<file path="src/rtl/axi_wr_route_ctrl_if.sv">
// Write-path bundle between the master port, the two slave ports and the
// routing controller: AW/W/B handshakes plus demux/mux select and enable lines.
interface axi_wr_route_ctrl_if #(
  parameter int ADDR_WIDTH = 32,
  parameter int CNT_WIDTH  = 8
);
  // Handshake rule on every channel: a transfer happens on a rising clock edge
  // where VALID and READY are both 1. VALID never waits for READY.
  logic                  M_AWVALID;
  logic [ADDR_WIDTH-1:0] M_AWADDR;
  logic                  M_AWREADY;
  logic                  S1_AWREADY;
  logic                  S2_AWREADY;
  logic                  M_WVALID;
  logic                  M_WLAST;
  logic                  M_WREADY;
  logic                  S1_WREADY;
  logic                  S2_WREADY;
  logic                  S1_BVALID;
  logic                  S2_BVALID;
  logic                  M_BREADY;
  logic                  M_BVALID;
  logic                  aw_sel;
  logic                  aw_en;
  logic                  w_sel;
  logic                  w_en;
  logic                  b_sel;
  logic                  b_en;
  logic [CNT_WIDTH-1:0]  beat_cnt;
  logic                  busy;

  // Controller side.
  modport slave (
    input  M_AWVALID, M_AWADDR, S1_AWREADY, S2_AWREADY,
    input  M_WVALID, M_WLAST, S1_WREADY, S2_WREADY,
    input  S1_BVALID, S2_BVALID, M_BREADY,
    output M_AWREADY, M_WREADY, M_BVALID,
    output aw_sel, aw_en, w_sel, w_en, b_sel, b_en,
    output beat_cnt, busy
  );

  // Environment side: master port, slave ports and demux/mux paths.
  modport master (
    output M_AWVALID, M_AWADDR, S1_AWREADY, S2_AWREADY,
    output M_WVALID, M_WLAST, S1_WREADY, S2_WREADY,
    output S1_BVALID, S2_BVALID, M_BREADY,
    input  M_AWREADY, M_WREADY, M_BVALID,
    input  aw_sel, aw_en, w_sel, w_en, b_sel, b_en,
    input  beat_cnt, busy
  );
endinterface

</file>
<file path="src/rtl/axi_wr_route_ctrl.sv">
// Write-path routing controller for a 1-master / 2-slave AXI interconnect:
// decodes AW, then walks AW -> W -> B for one transaction at a time.
module axi_wr_route_ctrl #(
  parameter int                    ADDR_WIDTH = 32,
  parameter logic [ADDR_WIDTH-1:0] SPLIT_ADDR = 32'h0000_8000,
  parameter int                    CNT_WIDTH  = 8
) (
  input  logic                ACLK,
  input  logic                ARESET,
  axi_wr_route_ctrl_if.slave  bus,
  output logic [1:0]          dbg_state
);

  typedef enum logic [1:0] {
    IDLE = 2'd0,
    ADDR = 2'd1,
    DATA = 2'd2,
    RESP = 2'd3
  } state_t;

  state_t               state_q;
  state_t               state_nxt;
  logic                 sel_q;
  logic [CNT_WIDTH-1:0] cnt_q;

  logic aw_en;
  logic w_en;
  logic b_en;
  logic awready;
  logic wready;
  logic bvalid;
  logic w_hs;

  always_ff @(posedge ACLK) begin
    if (ARESET) begin
      state_q <= IDLE;
      sel_q   <= 1'b0;
      cnt_q   <= '0;
    end else begin
      state_q <= state_nxt;
      // Address is decoded once in IDLE and held for the whole transaction.
      if (state_q == IDLE && bus.M_AWVALID) begin
        sel_q <= (bus.M_AWADDR >= SPLIT_ADDR);
        cnt_q <= '0;
      end else if (w_hs && cnt_q != '1) begin
        cnt_q <= cnt_q + 1'b1;
      end
    end
  end

  always_comb begin
    state_nxt = state_q;
    aw_en     = 1'b0;
    w_en      = 1'b0;
    b_en      = 1'b0;
    awready   = 1'b0;
    wready    = 1'b0;
    bvalid    = 1'b0;
    case (state_q)
      IDLE: begin
        if (bus.M_AWVALID) state_nxt = ADDR;
      end
      ADDR: begin
        aw_en   = 1'b1;
        awready = sel_q ? bus.S2_AWREADY : bus.S1_AWREADY;
        if (bus.M_AWVALID && awready) state_nxt = DATA;
      end
      DATA: begin
        w_en   = 1'b1;
        wready = sel_q ? bus.S2_WREADY : bus.S1_WREADY;
        if (bus.M_WVALID && wready && bus.M_WLAST) state_nxt = RESP;
      end
      RESP: begin
        b_en   = 1'b1;
        bvalid = sel_q ? bus.S2_BVALID : bus.S1_BVALID;
        if (bvalid && bus.M_BREADY) state_nxt = IDLE;
      end
      default: state_nxt = IDLE;
    endcase
  end

  // wready is only ever non-zero in DATA, so this is the DATA-state beat.
  assign w_hs = bus.M_WVALID && wready;

  assign bus.M_AWREADY = awready;
  assign bus.M_WREADY  = wready;
  assign bus.M_BVALID  = bvalid;
  assign bus.aw_en     = aw_en;
  assign bus.w_en      = w_en;
  assign bus.b_en      = b_en;
  // Selects track sel_q in every state so idle demuxes never see a toggle.
  assign bus.aw_sel    = sel_q;
  assign bus.w_sel     = sel_q;
  assign bus.b_sel     = sel_q;
  assign bus.beat_cnt  = cnt_q;
  assign bus.busy      = (state_q != IDLE);
  assign dbg_state     = state_q;

endmodule
</file>
<file path="src/flat_wrapper.sv">
// flat-port wrapper written by rule: the top's interface ports become plain ports
module axi_wr_route_ctrl_flat 
#(
  parameter int                    ADDR_WIDTH = 32,
  parameter logic [ADDR_WIDTH-1:0] SPLIT_ADDR = 32'h0000_8000,
  parameter int                    CNT_WIDTH  = 8
)
  (ACLK, ARESET, dbg_state, bus_M_AWVALID, bus_M_AWADDR, bus_S1_AWREADY, bus_S2_AWREADY, bus_M_WVALID, bus_M_WLAST, bus_S1_WREADY, bus_S2_WREADY, bus_S1_BVALID, bus_S2_BVALID, bus_M_BREADY, bus_M_AWREADY, bus_M_WREADY, bus_M_BVALID, bus_aw_sel, bus_aw_en, bus_w_sel, bus_w_en, bus_b_sel, bus_b_en, bus_beat_cnt, bus_busy);
  axi_wr_route_ctrl_if #(.ADDR_WIDTH(ADDR_WIDTH), .CNT_WIDTH(CNT_WIDTH)) bus_i ();
  input  logic ACLK;
  input  logic ARESET;
  output logic [1:0] dbg_state;
  input wire logic [$bits(bus_i.M_AWVALID)-1:0] bus_M_AWVALID;
  input wire logic [$bits(bus_i.M_AWADDR)-1:0] bus_M_AWADDR;
  input wire logic [$bits(bus_i.S1_AWREADY)-1:0] bus_S1_AWREADY;
  input wire logic [$bits(bus_i.S2_AWREADY)-1:0] bus_S2_AWREADY;
  input wire logic [$bits(bus_i.M_WVALID)-1:0] bus_M_WVALID;
  input wire logic [$bits(bus_i.M_WLAST)-1:0] bus_M_WLAST;
  input wire logic [$bits(bus_i.S1_WREADY)-1:0] bus_S1_WREADY;
  input wire logic [$bits(bus_i.S2_WREADY)-1:0] bus_S2_WREADY;
  input wire logic [$bits(bus_i.S1_BVALID)-1:0] bus_S1_BVALID;
  input wire logic [$bits(bus_i.S2_BVALID)-1:0] bus_S2_BVALID;
  input wire logic [$bits(bus_i.M_BREADY)-1:0] bus_M_BREADY;
  output wire logic [$bits(bus_i.M_AWREADY)-1:0] bus_M_AWREADY;
  output wire logic [$bits(bus_i.M_WREADY)-1:0] bus_M_WREADY;
  output wire logic [$bits(bus_i.M_BVALID)-1:0] bus_M_BVALID;
  output wire logic [$bits(bus_i.aw_sel)-1:0] bus_aw_sel;
  output wire logic [$bits(bus_i.aw_en)-1:0] bus_aw_en;
  output wire logic [$bits(bus_i.w_sel)-1:0] bus_w_sel;
  output wire logic [$bits(bus_i.w_en)-1:0] bus_w_en;
  output wire logic [$bits(bus_i.b_sel)-1:0] bus_b_sel;
  output wire logic [$bits(bus_i.b_en)-1:0] bus_b_en;
  output wire logic [$bits(bus_i.beat_cnt)-1:0] bus_beat_cnt;
  output wire logic [$bits(bus_i.busy)-1:0] bus_busy;
  assign bus_i.M_AWVALID = bus_M_AWVALID;
  assign bus_i.M_AWADDR = bus_M_AWADDR;
  assign bus_i.S1_AWREADY = bus_S1_AWREADY;
  assign bus_i.S2_AWREADY = bus_S2_AWREADY;
  assign bus_i.M_WVALID = bus_M_WVALID;
  assign bus_i.M_WLAST = bus_M_WLAST;
  assign bus_i.S1_WREADY = bus_S1_WREADY;
  assign bus_i.S2_WREADY = bus_S2_WREADY;
  assign bus_i.S1_BVALID = bus_S1_BVALID;
  assign bus_i.S2_BVALID = bus_S2_BVALID;
  assign bus_i.M_BREADY = bus_M_BREADY;
  assign bus_M_AWREADY = bus_i.M_AWREADY;
  assign bus_M_WREADY = bus_i.M_WREADY;
  assign bus_M_BVALID = bus_i.M_BVALID;
  assign bus_aw_sel = bus_i.aw_sel;
  assign bus_aw_en = bus_i.aw_en;
  assign bus_w_sel = bus_i.w_sel;
  assign bus_w_en = bus_i.w_en;
  assign bus_b_sel = bus_i.b_sel;
  assign bus_b_en = bus_i.b_en;
  assign bus_beat_cnt = bus_i.beat_cnt;
  assign bus_busy = bus_i.busy;
  axi_wr_route_ctrl #(.ADDR_WIDTH(ADDR_WIDTH), .SPLIT_ADDR(SPLIT_ADDR), .CNT_WIDTH(CNT_WIDTH)) u_core (.ACLK(ACLK), .ARESET(ARESET), .bus(bus_i), .dbg_state(dbg_state));
endmodule
</file>
<file path="config.mk">
export PLATFORM = sky130hd
export DESIGN_NAME = axi_wr_route_ctrl_flat
export DESIGN_NICKNAME = d
export VERILOG_FILES = /design/src/rtl/axi_wr_route_ctrl_if.sv /design/src/rtl/axi_wr_route_ctrl.sv /design/src/flat_wrapper.sv
export SDC_FILE = /design/constraint.sdc
export NUM_CORES = 1
export LEC_CHECK = 0
export ABC_AREA = 1
export CORE_MARGIN = 2
export CORE_UTILIZATION = 34
export DETAILED_ROUTE_END_ITERATION = 12
export PLACE_DENSITY = 0.87
export SLEW_MARGIN = 25
export SYNTH_ARGS = -nofsm -noshare
export SYNTH_HDL_FRONTEND = slang
export SYNTH_SLANG_ARGS = --single-unit
</file>
<file path="constraint.sdc">
create_clock -name ACLK -period 1.82 [get_ports ACLK]
set_clock_uncertainty 0.15 [all_clocks]
set_input_delay 0.273 -clock ACLK [delete_from_list [all_inputs] [get_ports ACLK]]
set_output_delay 0.273 -clock ACLK [all_outputs]
set_load 0.01 [all_outputs]
</file>
# Word level (Yosys, flattened, before mapping)
# Index checks and enable logic that the tools add are counted.
# classes
div_mod_pow	0
n_mul	0
muxes	14
order_cmp	1
reduce_logical	11
bitwise	0
add_sub_neg	1
shifts	0
eq_ne	8
# op_table
operator	count
$ge 32x16->1 const B	1
$mux 1	9
$add 8x1->8 const B	1
$mux 2	4
$ne 8x8->1 const B	1
$pmux 2 s4	1
$logic_and 1x1->1	7
$ne 2x1->1 const B	3
$eq 2x2->1 const B	2
$reduce_and 4->1	1
$eq 2x1->1 const B	1
$logic_not 2->1	1
$ne 2x2->1 const B	1
$reduce_bool 2->1	1
$reduce_or 2->1	1
# totals
rom_bits	0
register_bits	11
latch_bits	0
n_memories	0
in_bits	44
ramBits	0
wordCells	38

# Longest topological paths before layout
# Gate-level depths: netlist of run 1.
# depth
word_depth	5
depth_mapped	9

# Worst setup path after synthesis of run 1
# Ideal clock, no wire load.
# synth_timing
kind	reg-to-reg
startpoint	register u_core.state_q[0], in the netlist u_core.dbg_state[0]
endpoint	register u_core.cnt_q[1], in the netlist u_core.bus.beat_cnt[1]
synth_period_minus_slack_ns	1.610
stages_incl_launch_ff	7
t_arrival_ns	1.347
setup_slack_ns	0.210
setup_ns	0.113
required_ns	1.557
path_buffers	0
path_cell_list	dfxtp_1 inv_1 ha_1 a21boi_2 nand3_2 nor2_1 nor2_1
# synth_via
elab_chain_cells	4
# synth_rtl
element	line	rtl
from (decl)	axi_wr_route_ctrl.sv:21	state_t state_q;
from (signal assigned)	axi_wr_route_ctrl.sv:40	state_q <= state_nxt;
$eq 2x2->1	axi_wr_route_ctrl.sv:59	case (state_q)
$mux 1	axi_wr_route_ctrl.sv:59	
net bus_M_WREADY	flat_wrapper.sv:25	output wire logic [$bits(bus_i.M_WREADY)-1:0] bus_M_WREADY;
$logic_and 1x1->1	axi_wr_route_ctrl.sv:83	assign w_hs = bus.M_WVALID && wready;
$logic_and 1x1->1	axi_wr_route_ctrl.sv:45	end else if (w_hs && cnt_q != '1) begin
to (signal assigned)	axi_wr_route_ctrl.sv:46	cnt_q <= cnt_q + 1'b1;
to (decl)	axi_wr_route_ctrl.sv:24	logic [CNT_WIDTH-1:0] cnt_q;
# The timed path passes the listed nets, and every way through them passes these cells.
# A chain may end at the register's enable or synchronous reset.

# Worst setup path in the final report of run 1
# layout_timing
startpoint	register u_core.state_q[0], in the netlist u_core.dbg_state[0]
endpoint	output bus_M_WREADY
# layout_via
elab_chain_cells	2
# layout_rtl
element	line
$eq 2x2->1	axi_wr_route_ctrl.sv:59
$mux 1	axi_wr_route_ctrl.sv:59
to (decl)	flat_wrapper.sv:25
# No other way between the ends.

==> out/qor.yml, run 1 <==
status: "complete, no violations"
gp_congestion: 0.812
finalWirelength_um: 2340
dr.pass1.iters: 4
root_buffer: "clkbuf_4"
critPathRequiredTime_ns: 1.40
multi_input_area_sq_um: 579
synth.avg_cell_area_sq_um: 6.41
coreArea_sq_um: 2500
synth_nets: 190
drt_iter0_drc: 28
path_clk_slew_ns: 0.07
ys_warn_count: 0
cts_buffer_depth: 2
cp_max_fo: 4
synth-edff-count: 0
crit_type: "reg2out"
yosys.area.top_type: "dfxtp_1"
cp.arrival_ns: 1.36
p_sw_uw: 473
ant_nets: 0
postLayoutCellArea_sq_um: 1490
port_buffers: 48
antenna_found_initial: 0
n_antenna_cell: 0
die_x_um: 55.4
period_share_pct: 97.9
cts_buffers: 3
fmax_ghz: 0.561
switching_share_pct: 39.6
p_int_uw: 722
pwr-share-clk_pct: 14.2
cp-start-kind: "register"
syn-instance-count: 140
ys.flop_type: "dfxtp_1"
fin_crit_ns: 1.78
ys_top_cells_by_area: "dfxtp_1, nand2_1, ha_1"
drive_gt1_share_pct: 19.1
tightest_slew_ns: 0.267
synth_most_common_cell: "nand2_1"
slew_violations: 0
wl_per_cell_um: 10.2
cts_hold_buf: 0
io_pins: 64
ir_drop_mv: 0.650
num_vias: 1032
path_cells: "inv_2, ha_1, a21boi_2, dlygate4sd2_1"
ys_seq_area_share_pct: 24.5
setup_violations: 0
clock_latency_ns: 0.27
dp.cells: 225
total_leakage_power_nw: 0.697
dieArea_sq_um: 3070
synth_top_area_share_pct: 24.5
dieHeight_um: 55.4
synth_cell_types: 24
seqCellArea_sq_um: 224
drc: 0
place_area_sq_um: 1470
syn_area_sq_um: 897
h-tree-depth: 1
n_fill_cell: 228
max_stage_delay_ns: 0.37
initial_core_util_pct: 35.9
routed_via_density: 4.51
cts_tree: "yes"
post_cts_buffers: 0
area_delta_synth_final_pct: 66.4
seq_power_share_pct: 26.8
crit_slowest_cell: "dfxtp_2"
hold_path.class: "reg2reg"
grt.total_usage_pct: 15.6
synth_commonest_cells: "nand2_1, inv_1, nor2_1"
overflow: 0
stdcell_count: 229
p_per_area_nw_per_um2: 800
drv_cap: 0
synth-async-reset-ratio_pct: 0
slew_headroom_pct: 82.2
grt_max_degree: 11
endpoint_kind: "primary output"
ys_ff_latch: 11
fin_nets: 250
grt_pass1_wl_um: 4000
rsz0062_at_grt: "true"
row_count: 18
hold_violations: 0
p_comb_share_pct: 59.0
clock_sinks: 11
place_hpwl_um: 1830
grt_pass1_vias: 953
sequential cells by signal (all words and copies together), names as in the netlist:
name	cells
u_core.bus.beat_cnt	8
u_core.dbg_state	2
u_core.bus.aw_sel	1
worst paths after layout:
check / from / to / slack [ns] / depth (start not counted)
max: u_core.dbg_state[0] / bus_M_WREADY / 0.04 / 4
min reg2reg: u_core.bus.beat_cnt[0] / u_core.bus.beat_cnt[0] / 0.36 / 2
max reg2reg: u_core.bus.beat_cnt[0] / u_core.bus.beat_cnt[4] / 0.24 / 7
min: u_core.bus.beat_cnt[0] / u_core.bus.beat_cnt[0] / 0.36 / 2
cells by family after synthesis:
logic type | after synthesis | share of synthesized area [%]
AOI/OAI and AO/OA | 12 | 7.39
DFF | 11 | 24.5
and+or+nand+nor | 86 | 47.8
xor gates and xnor gates | 1 | 0.976
adders and majority gates | 6 | 8.37
buffers and inverters | 24 | 10.9
per-layer routing:
layer / track usage [%] / vias up / share of wire (%)
met5: 0 / - / 0
met4: 5.92 / 0 / 1.2
met3: 2.34 / 4 / 2.7
met2: 27.0 / 17 / 50
met1: 19.2 / 459 / 46
li1: - / 552 / -
layout make-up:
class | instances | area share, %
inverter | 22 | 5.53
multi-input combinational | 105 | 38.8
tap | 30 | 2.51
timing repair buffer | 57 | 36.4
sequential | 11 | 15.0
clock buffer | 4 | 1.76
what timing repair did:
item | in CTS | in global routing
pin swaps | 0 | 0
setup endpoints to repair | 8 | 3
gates resized for setup | 9 | 2
power by group through the flow:
| stage | Sequential, mW | Combinational, mW | Clock (mW) |
|---|---|---|---|
| 2_1_floorplan | 0.327 | 0.362 | 0 |
| 3_3_place_gp | 0.317 | 0.731 | 0 |
| 3_5_place_dp | 0.318 | 0.747 | 0 |
| 4_1_cts | 0.318 | 0.709 | 0.173 |
| 5_1_grt | 0.327 | 0.779 | 0.186 |
| 6_report | 0.320 | 0.705 | 0.170 |
cells in the final DEF (no fill, tap or decap), drive strengths merged:
cell / synthesis / layout
a21boi: 1 / 1
a21oi: 9 / 9
and3: 1 / 1
buf: 2 / 9
clkbuf: 0 / 4
clkdlybuf4s50: 0 / 41
dfxtp: 11 / 11
dlygate4sd2: 0 / 6
dlymetal6s2s: 0 / 1
ha: 6 / 6
inv: 22 / 22
nand2: 48 / 48
nand3: 12 / 12
nand3b: 1 / 1
nand4: 2 / 2
nor2: 16 / 16
nor3: 3 / 3
o21ai: 2 / 2
or2: 3 / 3
xor2: 1 / 1
stage by stage:
step | TNS, ns | hold WS [ns] | util [%] | total power, mW | setup WS, ns
detailed placement | -0.355 | 0.347 | 58.7 | 1.07 | -0.141
global route | -0.0125 | 0.401 | 59.7 | 1.29 | -0.0112
CTS | 0 | 0.362 | 59.6 | 1.20 | 0.0106
finish | 0 | 0.359 | 59.7 | 1.19 | 0.0381
global placement | -0.321 | 0.345 | 58.7 | 1.05 | -0.132
floorplan | 0 | 0.268 | - | 0.689 | 0.210
critical path, delay by kind of cell (launching register included):
kind | cells | cell delay, ns
buf+inv | 2 | 0.34
compound gates | 1 | 0.17
flops | 1 | 0.37
fa+ha+maj | 1 | 0.21
Note: power is estimated with default switching activity, not from simulation.
==> inputs of run 2 (changes only) <==
--- a/config.mk
+++ b/config.mk
@@ -6,6 +6,7 @@
 export NUM_CORES = 1
 export LEC_CHECK = 0
 export ABC_AREA = 1
+export CAP_MARGIN = 20
 export CORE_MARGIN = 2
 export CORE_UTILIZATION = 34
 export DETAILED_ROUTE_END_ITERATION = 12
==> results of run 2 <==
Final layout, timing and power as in run 1 (identical DEF).
